File: src/rtl/pila_param.sv
// rtl/pila_param.sv - parametrised LIFO stack with replace-top and sticky error flags
module pila_param #(
    parameter int DATA = 8,
    parameter int ADDR = 9
) (
    input  logic            clk,
    input  logic            reset,
    input  logic            activa,
    input  logic            push,
    input  logic            pop,
    input  logic [DATA-1:0] entradaDatos,
    input  logic            limpiaError,
    output logic [DATA-1:0] salidaDatos,
    output logic            vacia,
    output logic            llena,
    output logic [ADDR:0]   nivel,
    output logic            desbordamiento,
    output logic            subdesbordamiento
);

    localparam logic [ADDR:0] DEPTH = (ADDR+1)'(1) << ADDR;

    logic [DATA-1:0] mem [0:(1<<ADDR)-1];
    logic [ADDR:0]   sp;
    logic [ADDR:0]   sp_m1;
    logic [ADDR-1:0] top_idx;
    logic [ADDR-1:0] waddr;
    logic            is_empty;
    logic            is_full;
    logic            do_push;
    logic            do_pop;
    logic            do_repl;
    logic            ev_ovf;
    logic            ev_udf;

    assign sp_m1    = sp - (ADDR+1)'(1);
    assign top_idx  = sp_m1[ADDR-1:0];
    assign is_empty = (sp == '0);
    assign is_full  = (sp == DEPTH);

    // push+pop on an empty stack degrades to a plain push
    assign do_push = activa & push & ((~pop & ~is_full) | (pop & is_empty));
    assign do_pop  = activa & pop & ~push & ~is_empty;
    assign do_repl = activa & push & pop & ~is_empty;
    assign ev_ovf  = activa & push & ~pop & is_full;
    assign ev_udf  = activa & pop & ~push & is_empty;

    assign waddr = do_repl ? top_idx : sp[ADDR-1:0];

    always_ff @(posedge clk or posedge reset) begin
        if (reset) begin
            sp <= '0;
        end else if (do_push) begin
            sp <= sp + (ADDR+1)'(1);
        end else if (do_pop) begin
            sp <= sp_m1;
        end
    end

    // Storage is deliberately unreset; the empty-gate on salidaDatos hides stale contents
    always_ff @(posedge clk) begin
        if (do_push || do_repl) begin
            mem[waddr] <= entradaDatos;
        end
    end

    always_ff @(posedge clk or posedge reset) begin
        if (reset) begin
            desbordamiento    <= 1'b0;
            subdesbordamiento <= 1'b0;
        end else begin
            if (ev_ovf) begin
                desbordamiento <= 1'b1;
            end else if (limpiaError) begin
                desbordamiento <= 1'b0;
            end
            if (ev_udf) begin
                subdesbordamiento <= 1'b1;
            end else if (limpiaError) begin
                subdesbordamiento <= 1'b0;
            end
        end
    end

    assign salidaDatos = is_empty ? '0 : mem[top_idx];
    assign vacia       = is_empty;
    assign llena       = is_full;
    assign nivel       = sp;

endmodule

File: config.mk
export PLATFORM = sky130hd
export DESIGN_NAME = pila_param
export DESIGN_NICKNAME = d
export VERILOG_FILES = /design/src/rtl/pila_param.sv
export SDC_FILE = /design/constraint.sdc
export NUM_CORES = 2
export LEC_CHECK = 0
export ABC_AREA = 0
export BUFFER_PORTS_ARGS = -buffer_cell sky130_fd_sc_hd__clkbuf_2
export CAP_MARGIN = 5
export CELL_PAD_IN_SITES_DETAIL_PLACEMENT = 0
export CELL_PAD_IN_SITES_GLOBAL_PLACEMENT = 1
export CORE_MARGIN = 5
export CORE_UTILIZATION = 51
export CTS_CLUSTER_SIZE = 8
export DETAILED_ROUTE_END_ITERATION = 6
export PLACE_DENSITY_LB_ADDON = 0.1
export SLEW_MARGIN = 40
export SYNTH_ARGS = -nofsm -noshare
export SYNTH_HDL_FRONTEND = slang
export SYNTH_SLANG_ARGS = --single-unit
File: constraint.sdc
create_clock -name clk -period 5.2 [get_ports clk]
set_input_delay 0.78 -clock clk [delete_from_list [all_inputs] [get_ports clk]]
set_output_delay 0.78 -clock clk [all_outputs]
set_load 0.02 [all_outputs]
; Yosys cells after proc, flatten, opt, wreduce, memory -nomap -nowiden
; Memory sizes are Yosys's and may differ from the RTL's.
; Index checks and enable logic that the tools add are counted.
[word_totals]
register_bits = 12
mem_bits_rw = 4096
in_bits = 14
output_inout_bits = 22
wordCells = 38
mem_count = 1
[memory_table]
columns = name, depth, word_bits, read_ports, rd_clocked_by_memory_dff, wr, line
row1 = mem, 512, 8, 1, 0, 1, 23  ; logic [DATA-1:0] mem [0:(1<<ADDR)-1];
[classes]
n_addsub = 2
eq_ne = 1
muxes = 9
bitwise = 17
n_reduce_logical = 5
[ops]
columns = operator, n
row1 = 10-bit two-way mux, 2
row2 = 1-bit AND, 12
row3 = 10-bit by 1-bit adder with 10-bit output (second input constant), 1
row4 = 10-bit == test (second input constant), 1
row5 = 10-bit logical NOT, 1
row6 = 10-bit by 1-bit subtractor with 10-bit output (second input constant), 1
row7 = 9-bit two-way mux, 1
row8 = 8-bit two-way mux, 1
row9 = 2-bit nonzero test, 3
row10 = 1-bit two-way mux, 5
row11 = 1-bit NOT, 4
row12 = 1-bit logical OR, 1
row13 = 1-bit OR, 1

; Depth between registers and ports, before layout
[logic_depth]
ltp_word = 8
depth_mapped = 20
mapped_depth_nobuf = 10

; Least setup slack after synthesis
; No wires, ideal clock.
[synth_path]
path_kind = reg2out
from = register sp[0] (netlist: nivel[0])
to = output port salidaDatos[1]
arrival_ns = 4.454
required_time_ns = 4.420
slack_ns = -0.034
stages_incl_launch_ff = 19
path_buffers = 10
path_cell_list = dfrtp_1 > buf_6 > buf_6 > buf_6 > buf_4 > buf_4 > buf_2 > inv_1 > ha_1 > buf_2 > buf_2 > clkbuf_1 > clkbuf_1 > mux4_2 > a22oi_1 > a21oi_1 > or4_1 > a2bb2oi_1 > nand4_1
[synth_between]
elab_chain_len = 3
elab_cells_between_ends = 4
classes_between = add/sub (1) / mux (1) / reduce/logical (1) / memory (1)
[synth_lines]
columns = element, line
row1 = start: declaration, 24  ; logic [ADDR:0] sp;
row2 = start signal: assignment, 54  ; sp <= sp + (ADDR+1)'(1);
row3 = start signal: assignment, 56  ; sp <= sp_m1;
row4 = 10-bit by 1-bit subtractor with 10-bit output, 36  ; assign sp_m1 = sp - (ADDR+1)'(1);
row5 = memory 512 x 8 bit, -
row6 = 8-bit two-way mux *, 85  ; assign salidaDatos = is_empty ? '0 : mem[top_idx];
row7 = end: declaration, 13  ; output logic [DATA-1:0] salidaDatos,
; Mark *: on every way between the ends. The rest lies on a longest branch, timed or not.

; Final worst setup path
[layout_path]
from = register sp[1] (netlist: nivel[1])
to = output port salidaDatos[5]
; The elaborated chain is that of the path after synthesis.

==> impl_metrics.json <==
{
  "status": "complete, but fails checks",
  "failed_checks": "negative setup slack",
  "max_stage_delay_ns": 0.49,
  "grt_start_max_net_pins": 156,
  "min_period_over_period_pct": 116,
  "initial_core_util_pct": 51.1,
  "synth-seq-cells": 4108,
  "crit_path_top_delay_cell": "or4_4",
  "grt_pass1_vias": 82800,
  "synth_edf_count": 4096,
  "hold_viol": 0,
  "startpoint_type": "register",
  "critPathRequiredTime_ns": 4.42,
  "vdd_drop_max_mv": 0.459,
  "drive_above_1_share_pct": 34.9,
  "final_core_util_pct": 60.9,
  "drt_iter0_markers": 10700,
  "die-area_um2": 323000,
  "worstPathArrival_ns": 5.23,
  "layoutNonFillerInstCount": 12600,
  "wl_met3_um": 37900,
  "rsz0062_at_grt": "yes",
  "ys_warn_count": 0,
  "hold_path.class": "in2reg",
  "avgSynthCellArea_um2": 21.9,
  "relSlewSlack_pct": 34.4,
  "routabilityCongestion": 0.865,
  "mostFrequentLayoutCells": "edfxtp_1 (4096), mux4_2 (1068), buf_4 (680)",
  "grt-ovfl-total": 0,
  "viasPerCell": 6.49,
  "cts_tree": "yes",
  "io_buffers": 35,
  "clock_latency_ns": 1.03,
  "cts_root_buf": "clkbuf_16",
  "ant_nets": 0,
  "cts_buffers": 584,
  "tightestPinTransition_ns": 0.984,
  "netlist_top_cells_area": "edfxtp_1 (77%), mux4_2 (15%), a22oi_1 (1.4%)",
  "period_needed_ns": 6.01,
  "die_height_um": 568,
  "clkSinkCount": 4108,
  "finalSetupViolCount": 8,
  "firstDrtPassIters": 6,
  "totalNegativeSetupSlack_ns": -5.57,
  "wl_met1_um": 180000,
  "final.setup_skew_ns": 0.0692,
  "ys_seq_area_share_pct": 77.6,
  "layout_commonest_cell": "edfxtp_1",
  "cp-end-kind": "primary output",
  "r2r_slack_ns": 0.17,
  "finalMaxSlewViolations": 0,
  "synth_cells": 7266,
  "dpl.cell_count": 11700,
  "clock.fmax_ghz": 0.166,
  "setup_slack_ns": -0.806,
  "drv_cap": 0,
  "synth_cell_types": 73,
  "path_clk_slew_ns": 0.05,
  "vias": 81500,
  "avgRoutedWirePerCell_um": 36.2,
  "hpwl_um": 268000,
  "syn_to_final_growth_pct": 19.3,
  "die_x_um": 568,
  "core_um2": 311000,
  "synthDominantCellAreaShare_pct": 77.4,
  "cts_buffer_depth": 4,
  "grt_pass1_wl_um": 639000,
  "crit_path_cell_trace": "inv_1 > ha_4 > buf_12 > buf_4 > bufbuf_16 > buf_4 > mux4_2 > a22oi_1 > a21oi_1 > or4_4 > o211ai_1 > nand4_1 > buf_4 > buf_8",
  "synth_ff_type": "edfxtp_1",
  "p_leak_nw": 60.4,
  "htree_levels": 6,
  "track_usage_pct": 27.9,
  "crit_buf_inv": 7,
  "finalNetCount": 8348,
  "antenna_found_initial": 27,
  "row_count": 205,
  "crit_family": "buffers and inverters",
  "cp_max_fo": 10,
  "wl_met2_um": 221000,
  "yosys.area.top_type": "edfxtp_1",
  "p_per_area_nw_per_um2": 617,
  "ios": 36,
  "postSynth.asyncResetShare_pct": 0.292,
  "drcViolationCount": 0,
  "synth_fp_nets": 7282,
  "top_layer": "met5",
  "synth_area_um2": 159000,
  "cp_common_cell": "buf_4",
  "wl_um": 454000,
  "worstSetupPathType": "reg2out"
}
[state kept, by name (all words and copies together), names as in the netlist]
signal,flops
nivel,10
mem,4096
subdesbordamiento,1
desbordamiento,1
[synthesized netlist by cell type (4+ instances only)]
master / instances
xor2_1: 5
a21boi_0: 65
a2bb2oi_1: 5
nor4_1: 18
nand4_1: 10
a21oi_1: 158
o21ai_0: 13
a211oi_1: 36
o21ai_1: 6
nand2b_1: 6
xnor2_1: 12
o31ai_1: 10
a31oi_1: 13
buf_1: 33
or3_1: 5
nor2_1: 544
and2_1: 14
clkbuf_1: 201
o22a_1: 4
o2bb2ai_1: 4
nand2_1: 159
a211o_1: 5
nand3_1: 26
buf_2: 131
buf_6: 39
o22ai_1: 17
mux4_2: 1068
dfrtp_1: 12
and3_1: 14
buf_4: 56
a22o_1: 53
inv_1: 7
or4_1: 27
a22oi_1: 303
o211ai_1: 12
nor3_1: 9
a221oi_1: 7
mux2i_1: 4
edfxtp_1: 4096
nor4b_1: 6
[per-stage QoR]
step / hold WS [ns] / power [mW] / worst slack (ns) / area, um2
after CTS: 0.0471 / 116 / -0.855 / 188000
after global placement: 0.530 / 77.3 / -0.943 / 170000
after detailed placement: 0.527 / 77.4 / -0.406 / 170000
final: 0.115 / 117 / -0.806 / 190000
after floorplan: 0.616 / 60.1 / 0.0104 / 159000
after global routing: 0.0652 / 120 / -0.792 / 190000
[area by class of cell]
| class | instances | area (um2) |
|---|---|---|
| diodes | 16 | 40.0 |
| clock inverters | 60 | 1450 |
| repair buffers | 939 | 10200 |
| multi-input cells | 2692 | 34600 |
| inverters | 7 | 28.8 |
| clock buffers | 601 | 14700 |
| well taps | 4140 | 5180 |
| fillers | 21500 | 122000 |
| flip-flops and latches | 4108 | 123000 |
[worst reg2reg max path: stages (launching register included)]
cell and delay, ns:
dfrtp_4 0.53, inv_4 0.09, ha_4 0.14, buf_4 0.14
buf_4 0.20, nand2_1 0.23, xnor2_4 0.51, buf_4 0.37
a22o_1 0.20, nand2_1 0.08, a21oi_1 0.60, nand2_1 0.66
nor2_1 0.87
[per-layer routing]
metal  global-route usage, %  vias up
li1                        -    32700
met1                    39.8    44200
met2                    44.6     3891
met3                    4.98      766
met4                    8.75       18
met5                       0        -
[what timing repair did]
item | CTS | global route
pin swaps | 38 | 32
setup endpoints to repair | 8 | 8
resized for setup | 193 | 106
hold buffers | 1 | 0
cloned | 32 | 10
buffers inserted | 72 | 24
hold endpoints to repair | 12 | 0
[cells by family after synthesis]
logic type               after synthesis  share of synthesized area, %
AO/OA/AOI/OAI                        743                          3.31
AND/OR/NAND/NOR                      853                          2.28
buffers and inverters                467                          1.52
flip-flops                          4108                          77.6
adder cells (fa/ha/maj)                2                        0.0157
multiplexers                        1075                          15.2
XOR/XNOR                              18                         0.104
[power breakdown]
group / switching (mW) / internal (mW)
registers: 0.0827 / 36.6
logic: 25.7 / 20.6
clock network: 13.8 / 20.1
[worst paths after layout]
path	startpoint	endpoint	depth (start not counted)
min in group asynchronous	reset	nivel[2]	3
hold reg to reg	nivel[9]	nivel[9]	1
hold / removal	limpiaError	subdesbordamiento	2
setup / recovery	nivel[1]	salidaDatos[5]	14
setup reg to reg	nivel[0]	mem[478][2]	12
max in group asynchronous	reset	nivel[0]	3
Note: power is estimated with default switching activity, not from simulation.
